### src/rtl/srt_div_sched.sv
// srt_div_sched: round-robin scheduler that shares one fully pipelined 8-bit
// radix-4 SRT divider among NREQ requesters. Each issued operation carries a
// tag down a shift register matched to the divider latency, so its result can
// be steered into the originating requester's result FIFO. Per-requester
// credits (in flight + buffered) bound every FIFO, so a FIFO can never overflow.
// Optional feature: define SRT_SCHED_DZ_EN to detect divide-by-zero at issue
// and return quo=8'hFF, rem=dividend, rsp_dz=1 for those operations.
module srt_div_sched #(
  parameter int NREQ    = 4,
  parameter int DIV_LAT = 5,
  parameter int OUT_MAX = 4
) (
  input  logic              clk,
  input  logic              rst,
  input  logic [NREQ-1:0]   req_valid,
  output logic [NREQ-1:0]   req_ready,
  input  logic [8*NREQ-1:0] req_op1,
  input  logic [8*NREQ-1:0] req_op2,
  output logic [NREQ-1:0]   rsp_valid,
  input  logic [NREQ-1:0]   rsp_ready,
  output logic [8*NREQ-1:0] rsp_quo,
  output logic [8*NREQ-1:0] rsp_rem,
  output logic [NREQ-1:0]   rsp_dz,
  output logic [7:0]        div_op1_o,
  output logic [7:0]        div_op2_o,
  input  logic [7:0]        div_quo_i,
  input  logic [7:0]        div_rem_i
);

  localparam int PTR_W = (NREQ > 1) ? $clog2(NREQ) : 1;
  localparam int CNT_W = $clog2(OUT_MAX + 1);
  localparam int FP_W  = (OUT_MAX > 1) ? $clog2(OUT_MAX) : 1;

  localparam logic [CNT_W-1:0] CNT_MAX   = CNT_W'(OUT_MAX);
  localparam logic [PTR_W:0]   NREQ_W    = (PTR_W + 1)'(NREQ);
  localparam logic [PTR_W-1:0] LAST_ID   = PTR_W'(NREQ - 1);
  localparam logic [FP_W-1:0]  LAST_SLOT = FP_W'(OUT_MAX - 1);

  // Arbitration state and credits
  logic [PTR_W-1:0] rr_ptr;
  logic [CNT_W-1:0] out_cnt [NREQ];
  logic [NREQ-1:0]  eligible;
  logic [NREQ-1:0]  grant;
  logic             found;
  logic [PTR_W-1:0] grant_id;
  logic [PTR_W:0]   cand;
  logic [7:0]       sel_op1;
  logic [7:0]       sel_op2;

  // Tag pipeline tracking in-flight divider operations
  logic             tag_valid [DIV_LAT];
  logic [PTR_W-1:0] tag_id    [DIV_LAT];
`ifdef SRT_SCHED_DZ_EN
  logic             tag_dz    [DIV_LAT];
  logic [7:0]       tag_op1   [DIV_LAT];
  logic             issue_dz;
`endif

  // Retire path and result FIFOs
  logic [7:0]       ret_quo;
  logic [7:0]       ret_rem;
  logic [NREQ-1:0]  push;
  logic [NREQ-1:0]  pop;
  logic [7:0]       fifo_quo [NREQ][OUT_MAX];
  logic [7:0]       fifo_rem [NREQ][OUT_MAX];
`ifdef SRT_SCHED_DZ_EN
  logic             ret_dz;
  logic             fifo_dz  [NREQ][OUT_MAX];
`endif
  logic [FP_W-1:0]  wr_ptr   [NREQ];
  logic [FP_W-1:0]  rd_ptr   [NREQ];
  logic [CNT_W-1:0] fifo_cnt [NREQ];

  // A requester may compete only while it has credit left; nothing is granted in reset
  always_comb begin
    eligible = '0;
    for (int r = 0; r < NREQ; r++) begin
      eligible[r] = !rst && req_valid[r] && (out_cnt[r] < CNT_MAX);
    end
  end

  // Round-robin search: first eligible requester at or after rr_ptr, wrapping
  always_comb begin
    found    = 1'b0;
    grant_id = '0;
    cand     = '0;
    for (int i = 0; i < NREQ; i++) begin
      cand = {1'b0, rr_ptr} + (PTR_W + 1)'(i);
      if (cand >= NREQ_W) cand = cand - NREQ_W;
      if (!found && eligible[cand[PTR_W-1:0]]) begin
        found    = 1'b1;
        grant_id = cand[PTR_W-1:0];
      end
    end
    grant = found ? (NREQ'(1) << grant_id) : '0;
  end

  assign req_ready = grant;

  // Route the granted operands to the divider, substituting a legal divide on divide-by-zero
  always_comb begin
    sel_op1 = '0;
    sel_op2 = '0;
    for (int r = 0; r < NREQ; r++) begin
      if (grant[r]) begin
        sel_op1 = req_op1[8*r +: 8];
        sel_op2 = req_op2[8*r +: 8];
      end
    end
`ifdef SRT_SCHED_DZ_EN
    issue_dz  = found && (sel_op2 == 8'd0);
    div_op1_o = issue_dz ? 8'd0 : sel_op1;
    div_op2_o = issue_dz ? 8'd1 : sel_op2;
`else
    div_op1_o = sel_op1;
    div_op2_o = sel_op2;
`endif
  end

  // Pointer advances past the granted requester and holds when nobody is granted
  always_ff @(posedge clk) begin
    if (rst) begin
      rr_ptr <= '0;
    end else if (found) begin
      rr_ptr <= (grant_id == LAST_ID) ? '0 : grant_id + PTR_W'(1);
    end
  end

  // Tag valid bits shift alongside the divider; reset drops everything in flight
  always_ff @(posedge clk) begin
    if (rst) begin
      for (int k = 0; k < DIV_LAT; k++) tag_valid[k] <= 1'b0;
    end else begin
      tag_valid[0] <= found;
      for (int k = 1; k < DIV_LAT; k++) tag_valid[k] <= tag_valid[k-1];
    end
  end

  // Tag payload needs no reset because it is only consumed when its valid bit is set
  always_ff @(posedge clk) begin
    tag_id[0] <= grant_id;
    for (int k = 1; k < DIV_LAT; k++) tag_id[k] <= tag_id[k-1];
`ifdef SRT_SCHED_DZ_EN
    tag_dz[0]  <= issue_dz;
    tag_op1[0] <= sel_op1;
    for (int k = 1; k < DIV_LAT; k++) begin
      tag_dz[k]  <= tag_dz[k-1];
      tag_op1[k] <= tag_op1[k-1];
    end
`endif
  end

  // Retiring result and the FIFO it belongs to
  always_comb begin
`ifdef SRT_SCHED_DZ_EN
    ret_dz  = tag_dz[DIV_LAT-1];
    ret_quo = ret_dz ? 8'hFF : div_quo_i;
    ret_rem = ret_dz ? tag_op1[DIV_LAT-1] : div_rem_i;
`else
    ret_quo = div_quo_i;
    ret_rem = div_rem_i;
`endif
    push = '0;
    for (int r = 0; r < NREQ; r++) begin
      push[r] = tag_valid[DIV_LAT-1] && (tag_id[DIV_LAT-1] == PTR_W'(r));
    end
  end

  assign pop = rsp_valid & rsp_ready;

  // Credits count issued-but-not-popped operations per requester
  always_ff @(posedge clk) begin
    for (int r = 0; r < NREQ; r++) begin
      if (rst) begin
        out_cnt[r] <= '0;
      end else begin
        case ({grant[r], pop[r]})
          2'b10:   out_cnt[r] <= out_cnt[r] + CNT_W'(1);
          2'b01:   out_cnt[r] <= out_cnt[r] - CNT_W'(1);
          default: out_cnt[r] <= out_cnt[r];
        endcase
      end
    end
  end

  // FIFO pointers and occupancy; push and pop together are legal even when full
  always_ff @(posedge clk) begin
    for (int r = 0; r < NREQ; r++) begin
      if (rst) begin
        wr_ptr[r]   <= '0;
        rd_ptr[r]   <= '0;
        fifo_cnt[r] <= '0;
      end else begin
        if (push[r]) wr_ptr[r] <= (wr_ptr[r] == LAST_SLOT) ? '0 : wr_ptr[r] + FP_W'(1);
        if (pop[r])  rd_ptr[r] <= (rd_ptr[r] == LAST_SLOT) ? '0 : rd_ptr[r] + FP_W'(1);
        case ({push[r], pop[r]})
          2'b10:   fifo_cnt[r] <= fifo_cnt[r] + CNT_W'(1);
          2'b01:   fifo_cnt[r] <= fifo_cnt[r] - CNT_W'(1);
          default: fifo_cnt[r] <= fifo_cnt[r];
        endcase
      end
    end
  end

  // FIFO storage; contents are masked at the outputs while a FIFO is empty
  always_ff @(posedge clk) begin
    for (int r = 0; r < NREQ; r++) begin
      if (push[r]) begin
        fifo_quo[r][wr_ptr[r]] <= ret_quo;
        fifo_rem[r][wr_ptr[r]] <= ret_rem;
`ifdef SRT_SCHED_DZ_EN
        fifo_dz[r][wr_ptr[r]]  <= ret_dz;
`endif
      end
    end
  end

  // Head-of-FIFO outputs come straight from registers and ignore rsp_ready
  always_comb begin
    rsp_valid = '0;
    rsp_quo   = '0;
    rsp_rem   = '0;
    rsp_dz    = '0;
    for (int r = 0; r < NREQ; r++) begin
      if (fifo_cnt[r] != '0) begin
        rsp_valid[r]      = 1'b1;
        rsp_quo[8*r +: 8] = fifo_quo[r][rd_ptr[r]];
        rsp_rem[8*r +: 8] = fifo_rem[r][rd_ptr[r]];
`ifdef SRT_SCHED_DZ_EN
        rsp_dz[r]         = fifo_dz[r][rd_ptr[r]];
`endif
      end
    end
  end

`ifndef SYNTHESIS
  logic overflow;

  // A retire into a full FIFO without a matching pop would mean the credit scheme is broken
  always_comb begin
    overflow = 1'b0;
    for (int r = 0; r < NREQ; r++) begin
      if (push[r] && !pop[r] && (fifo_cnt[r] == CNT_MAX)) overflow = 1'b1;
    end
  end

  assert property (@(posedge clk) disable iff (rst) !overflow);
`endif

endmodule

### config.mk
export PLATFORM = sky130hd
export DESIGN_NAME = srt_div_sched
export DESIGN_NICKNAME = d
export VERILOG_FILES = /design/src/rtl/srt_div_sched.sv
export SDC_FILE = /design/constraint.sdc
export NUM_CORES = 1
export LEC_CHECK = 0
export ABC_AREA = 1
export BUFFER_PORTS_ARGS = -buffer_cell sky130_fd_sc_hd__buf_2
export CORE_MARGIN = 2
export CORE_UTILIZATION = 63
export DETAILED_ROUTE_END_ITERATION = 10
export PLACE_DENSITY = 0.84
export REMOVE_ABC_BUFFERS = 1
export SYNTH_ARGS = -nofsm -noshare
export SYNTH_HDL_FRONTEND = slang
export SYNTH_SLANG_ARGS = --single-unit
### constraint.sdc
create_clock -name clk -period 7.9 [get_ports clk]
set_clock_uncertainty 0.1 [all_clocks]
set_input_delay 0.79 -clock clk [delete_from_list [all_inputs] [get_ports clk]]
set_output_delay 0.79 -clock clk [all_outputs]
set_load 0.1 [all_outputs]
* Word-level counts from Yosys, hierarchy flattened
Memory sizes are Yosys's and may differ from the RTL's.
Cells that the tools add are included.
Widths: inputs -> output; s select.
** Cells by class
- Multiplexer cells :: 240
- Add/sub/neg operators :: 32
- Shift-type cells :: 1
- Bitwise logic cells :: 46
- Magnitude comparators :: 24
- Reductions and logical operators :: 42
- Eq/ne operators :: 28
** Operator list (number)
- $mux 32 :: 16
- $mux 8 :: 36
- $reduce_or 32->1 :: 6
- $bmux 8 s2 :: 8
- $mux 1 :: 116
- $mux 3 :: 24
- $demux 8 s2 :: 4
- $mux 2 :: 31
- $eq 2x2->1 const B :: 19
- $or 1x1->1 :: 37
- $ge 3x3->1 const B :: 11
- $add 3x1->3 const B :: 8
- $not 2->3 :: 8
- $sub 3x1->3 const B :: 8
- $logic_and 1x1->1 :: 19
- $add 2x1->2 const B :: 9
- $eq 2x1->1 const B :: 9
- $reduce_or 2->1 :: 8
- $lt 2x3->1 const B :: 4
- $lt 3x1->1 const B :: 4
- $lt 3x3->1 const B :: 4
- $reduce_bool 3->1 :: 4
- $bmux 1 s2 :: 4
- $sub 2x1->2 const B :: 4
- other kinds (8) :: 12
** Storage, ports and cells
- Memories kept :: 8
- Logic and storage cells :: 422
- Output and inout bits :: 92
- RAM bits :: 311
- Register bits after elaboration :: 2
** Memories
- fifo_quo :: words 4, width 32, read ports 4, clocked after memory_dff 0, wr ports 1, RTL line 64 : logic [7:0] fifo_quo [NREQ][OUT_MAX];
- fifo_rem :: words 4, width 32, read ports 4, clocked after memory_dff 0, wr ports 1, RTL line 65 : logic [7:0] fifo_rem [NREQ][OUT_MAX];
- fifo_cnt :: words 4, width 3, read ports 4, clocked after memory_dff 0, wr ports 4, RTL line 72 : logic [CNT_W-1:0] fifo_cnt [NREQ];
- out_cnt :: words 4, width 3, read ports 4, clocked after memory_dff 0, wr ports 4, RTL line 41 : logic [CNT_W-1:0] out_cnt [NREQ];
- tag_id :: words 5, width 2, read ports 5, clocked after memory_dff 0, wr ports 5, RTL line 52 : logic [PTR_W-1:0] tag_id [DIV_LAT];
- rd_ptr :: words 4, width 2, read ports 4, clocked after memory_dff 0, wr ports 4, RTL line 71 : logic [FP_W-1:0] rd_ptr [NREQ];
- 2 more memories

* Longest topological paths before layout
- Word-level depth :: 24
- Depth in mapped cells :: 24

* Worst setup path after synthesis
No wires, ideal clock.
- Kind :: input to register
- From :: input rst
- To :: memory out_cnt[0][0] (netlist bit), enable pin
- Arrival time :: 4.012 ns
- Data required time :: 7.456 ns
- Path buffers :: 4
- Slack :: 3.443 ns
- Cell stages on the path :: 17
- Cells stage by stage :: buf_4 -> inv_2 -> nand3_1 -> nand2_1 -> o21ai_2 -> nand4_4 -> buf_4 -> inv_1 -> nor2_1 -> inv_1 -> ha_1 -> clkbuf_1 -> clkbuf_1 -> nand2_1 -> inv_1 -> ha_1 -> o21ai_0
** RTL lines
- from (decl) :: RTL line 14 : input logic rst,
- to (decl) :: RTL line 41

* Worst setup path after layout
- From :: input rst
- To :: output div_op1_o[0]
** On the way
- Cells in the longest elaborated chain, start to end :: 21
- Elaborated cells between the ends (all ways) :: 37
- Classes of those cells :: shift: 1; mux: 21; reduce/logical: 15
** RTL lines
- $logic_not 1->1 * :: RTL line 78 : eligible[r] = !rst && req_valid[r] && (out_cnt[r] < CNT_MAX);
- $logic_and 1x1->1 (2 in a row) :: RTL line 78
- $bmux 1 s2 :: RTL line 90 : if (!found && eligible[cand[PTR_W-1:0]]) begin
- $mux 1 (implied by the code) :: RTL line 90
- $mux 1 :: RTL line 90
- $logic_not 1->1 :: RTL line 90
- $logic_and 1x1->1 :: RTL line 90
- $mux 1 :: RTL line 90
- [3 not listed]
- $logic_not 1->1 :: RTL line 90
- $logic_and 1x1->1 :: RTL line 90
- $mux 2 * :: RTL line 90
- named net grant_id[0] :: RTL line 45 : logic [PTR_W-1:0] grant_id;
- $shl 1x2->4 * :: RTL line 95 : grant = found ? (NREQ'(1) << grant_id) : '0;
- $mux 4 * :: RTL line 95
- $mux 8 (3 in a row) :: RTL line 105 : if (grant[r]) begin
- $mux 8 * :: RTL line 105
- to (decl) :: RTL line 24 : output logic [7:0] div_op1_o,
The timed path passes the listed nets; every way through them passes the cells marked *. The select of a mux whose other input is x is not followed.

==> flow_summary.json <==
{
  "antenna_found_initial": 1,
  "cpLargestDelayFamily": "simple AND/OR/NAND/NOR gates",
  "avgRoutedWirePerCell_um": 18.1,
  "synth_top_cell_area_share": 0.618,
  "cp.arrival_ps": 4880,
  "end_kind": "primary output",
  "fraction_of_final_layout_cells_with_drive_strength_greater_than_1": 0.161,
  "gp_routability_congestion": 0.810,
  "final_antenna_net_count": 0,
  "maxCapViolations": 0,
  "crit_path_top_delay_cell": "sky130_fd_sc_hd__ha_1",
  "cp_max_fo": 54,
  "cts_max_path_buffers": 3,
  "max_freq_mhz": 173,
  "min-delay-path-class": "flop to flop",
  "synthDominantAreaCellType": "sky130_fd_sc_hd__edfxtp_1",
  "rsz0062_at_grt": "no",
  "post_cts_setup_bufs": 0,
  "syn_to_final_growth_pct": 14.0,
  "finalWorstPathRequiredPeriod_ps": 5770,
  "coreArea_sq_mm": 0.0225,
  "status": "completed",
  "dp_hpwl_mm": 21.0,
  "fp.dieArea_sq_mm": 0.0240,
  "buffer_ports.inserted": 177,
  "path_buf_inv": 4,
  "slew-limit-headroom": 0.276,
  "h-tree-depth": 1,
  "grt_util_all_layers": 0.276,
  "stdcell_area_sq_mm": 0.0164,
  "tritoncts": "built",
  "grt_pass1_wl_mm": 51.6,
  "ff_latch_area_sq_mm": 0.00923,
  "cts_root_buffer": "sky130_fd_sc_hd__clkbuf_16",
  "ctsResizeCount": 0,
  "worstPathRequired_ps": 7010,
  "chipWidth_um": 155,
  "clock_insertion_delay_at_the_later_pin_of_the_skew_report_ps": 550,
  "cts.clk_slew.worst_paths_ps": 70,
  "io_pins": 182,
  "tritoncts.num_buffers": 29,
  "setup_viol": 0,
  "grt_overflow": 0,
  "syn_area_sq_mm": 0.0144,
  "dr.pass1.iters": 5,
  "first_global_vias": 10300,
  "max_slew.worst_pin.slew_ps": 1090,
  "postSynthCellCount": 1385,
  "post_synth_num_cell_types": 33,
  "synth_top_cells_by_area": "sky130_fd_sc_hd__edfxtp_1 62%, sky130_fd_sc_hd__nor2_1 8.7%, sky130_fd_sc_hd__o21ai_0 5.1%",
  "initial_utilization": 0.639,
  "synth_seq_area_share": 0.642,
  "final.setup.tns_ps": 0,
  "drc": 0,
  "finalWirelength_mm": 33.4,
  "clock-sinks": 313,
  "num_antenna_cells": 0,
  "ys_warn_count": 0,
  "multi_input_comb_area_sq_mm": 0.00430,
  "post-route-period-util": 0.731,
  "synth_area_per_cell_sq_um": 10.4,
  "grt_start_max_net_pins": 55,
  "number_of_inserted_filler_cells_in_the_final_layout": 1458,
  "fin_nets": 1687,
  "final-hold-violation-count": 0,
  "maxSlewViolCount": 0,
  "detailed_place.area_sq_mm": 0.0154,
  "ctsHoldBuffers": 0,
  "drt-vias-per-instance": 5.65,
  "ff_latch_count_synth": 313,
  "critical_path.cell_chain": "buf_2, inv_2, nand4_1, nand3_1, nand2_1, nand4_4, inv_1, nor2_1, ha_1, nand3_1, nand3_1, nand2_1, nand2_1, buf_2",
  "die_h_um": 155,
  "crit_path_max_incr_delay_ps": 920,
  "cp-start-kind": "input port",
  "detail_route.iter0.violations": 989,
  "route.vias.total": 10400,
  "path_class": "input port to primary output",
  "row_count": 55
}
-- layout make-up --
type                            count  area share
Clock buffer                       38      0.0502
Clock inverter                     16     0.00718
Inverter                          147      0.0337
Multi-Input combinational cell    856       0.262
Sequential cell                   313       0.563
Tap cell                          285      0.0218
Timing Repair Buffer              193      0.0614
-- worst register-to-register path, stage by stage (launching register included) --
cell and delay, ps:
sky130_fd_sc_hd__dfxtp_1 550, sky130_fd_sc_hd__inv_2 120, sky130_fd_sc_hd__nand3_1 130, sky130_fd_sc_hd__nand2_1 80
sky130_fd_sc_hd__o21ai_2 240, sky130_fd_sc_hd__nand4_4 620, sky130_fd_sc_hd__inv_1 320, sky130_fd_sc_hd__nor2_1 130
sky130_fd_sc_hd__inv_1 90, sky130_fd_sc_hd__ha_1 570, sky130_fd_sc_hd__nand2_4 260, sky130_fd_sc_hd__ha_1 380
sky130_fd_sc_hd__o31ai_1 420, sky130_fd_sc_hd__o21ai_0 280
-- Yosys cell counts --
master	n
sky130_fd_sc_hd__a21oi_1	69
sky130_fd_sc_hd__a221oi_1	1
sky130_fd_sc_hd__and2_1	1
sky130_fd_sc_hd__buf_1	1
sky130_fd_sc_hd__buf_2	5
sky130_fd_sc_hd__buf_4	9
sky130_fd_sc_hd__buf_6	2
sky130_fd_sc_hd__clkbuf_1	55
sky130_fd_sc_hd__clkinv_1	3
sky130_fd_sc_hd__conb_1	1
sky130_fd_sc_hd__dfxtp_1	17
sky130_fd_sc_hd__edfxtp_1	296
sky130_fd_sc_hd__fa_1	2
sky130_fd_sc_hd__ha_1	55
sky130_fd_sc_hd__inv_1	141
sky130_fd_sc_hd__inv_2	3
sky130_fd_sc_hd__nand2_1	117
sky130_fd_sc_hd__nand2_2	1
sky130_fd_sc_hd__nand2_4	2
sky130_fd_sc_hd__nand3_1	81
sky130_fd_sc_hd__nand4_1	5
sky130_fd_sc_hd__nand4_4	1
sky130_fd_sc_hd__nor2_1	334
sky130_fd_sc_hd__nor3_1	13
sky130_fd_sc_hd__nor4_1	2
sky130_fd_sc_hd__o21ai_0	146
sky130_fd_sc_hd__o21ai_1	1
sky130_fd_sc_hd__o21ai_2	1
sky130_fd_sc_hd__o21bai_1	2
sky130_fd_sc_hd__o31ai_1	4
sky130_fd_sc_hd__xnor2_1	8
sky130_fd_sc_hd__xor2_1	5
sky130_fd_sc_hd__xor2_2	1
-- routing by layer --
layer  GRT usage  routed length (um)  vias to the layer above
met5           0                   0                        -
met4       0.122                1400                        0
met3      0.0404                2720                       80
met2       0.487               16700                      546
met1       0.339               12600                     4874
li1            -                   -                     4944
-- flip-flops by register name, summed over array words and instances (netlist names) --
name and flops:
tag_valid 5, rr_ptr 2, rd_ptr 8, tag_id 10, fifo_quo 128, out_cnt 12, fifo_rem 128, fifo_cnt 12
wr_ptr 8
-- cell usage in the layout (no fill, tap or decap), types with 2 or more instances in the layout --
master                      count
sky130_fd_sc_hd__a21oi_1       69
sky130_fd_sc_hd__buf_2        177
sky130_fd_sc_hd__buf_4         16
sky130_fd_sc_hd__clkbuf_1       5
sky130_fd_sc_hd__clkbuf_16     31
sky130_fd_sc_hd__clkbuf_8       2
sky130_fd_sc_hd__clkinv_1       9
sky130_fd_sc_hd__clkinv_2       6
sky130_fd_sc_hd__conb_1         4
sky130_fd_sc_hd__dfxtp_1       17
sky130_fd_sc_hd__edfxtp_1     296
sky130_fd_sc_hd__fa_1           2
sky130_fd_sc_hd__ha_1          55
sky130_fd_sc_hd__inv_1        141
sky130_fd_sc_hd__inv_2          3
sky130_fd_sc_hd__nand2_1      117
sky130_fd_sc_hd__nand2_4        2
sky130_fd_sc_hd__nand3_1       81
sky130_fd_sc_hd__nand4_1        5
sky130_fd_sc_hd__nor2_1       329
sky130_fd_sc_hd__nor2_2         5
sky130_fd_sc_hd__nor3_1        12
sky130_fd_sc_hd__nor4_1         2
sky130_fd_sc_hd__o21ai_0      146
sky130_fd_sc_hd__o21bai_1       2
sky130_fd_sc_hd__o31ai_1        4
sky130_fd_sc_hd__xnor2_1        8
sky130_fd_sc_hd__xor2_1         5
-- stage by stage --
step                 util  hold WS, ps  instances  setup WS [ps]
floorplan               -          210       1316           3120
CTS                 0.728          230       1848           2150
global placement    0.686          213       1794           2340
finish              0.728          223       1848           2130
global route        0.728          232       1848           1720
detailed placement  0.686          215       1794           2180
-- final timing paths --
path                                       to          from  depth (start not counted)  slack (ps)
worst max register to register  out_cnt[2][2]     rr_ptr[0]                         13        3320
worst min register to register   tag_id[0][9]  tag_id[0][7]                          0         220
worst min-delay path             tag_id[0][9]  tag_id[0][7]                          0         220
worst max-delay path             div_op1_o[0]           rst                         14        2130
-- kinds of logic after synthesis --
kind of cell	count (synthesis)	share of synthesized area
DFF	313	0.642
xor gates and xnor gates	14	0.00905
adders and majority gates	57	0.0507
AOI/OAI and AO/OA	224	0.0796
and+or+nand+nor	557	0.157
buffers and inverters	219	0.0610
other	1	0.000261
Power is not shown: default switching activity piles up to over one toggle a cycle in this logic, so the estimate is an artifact.
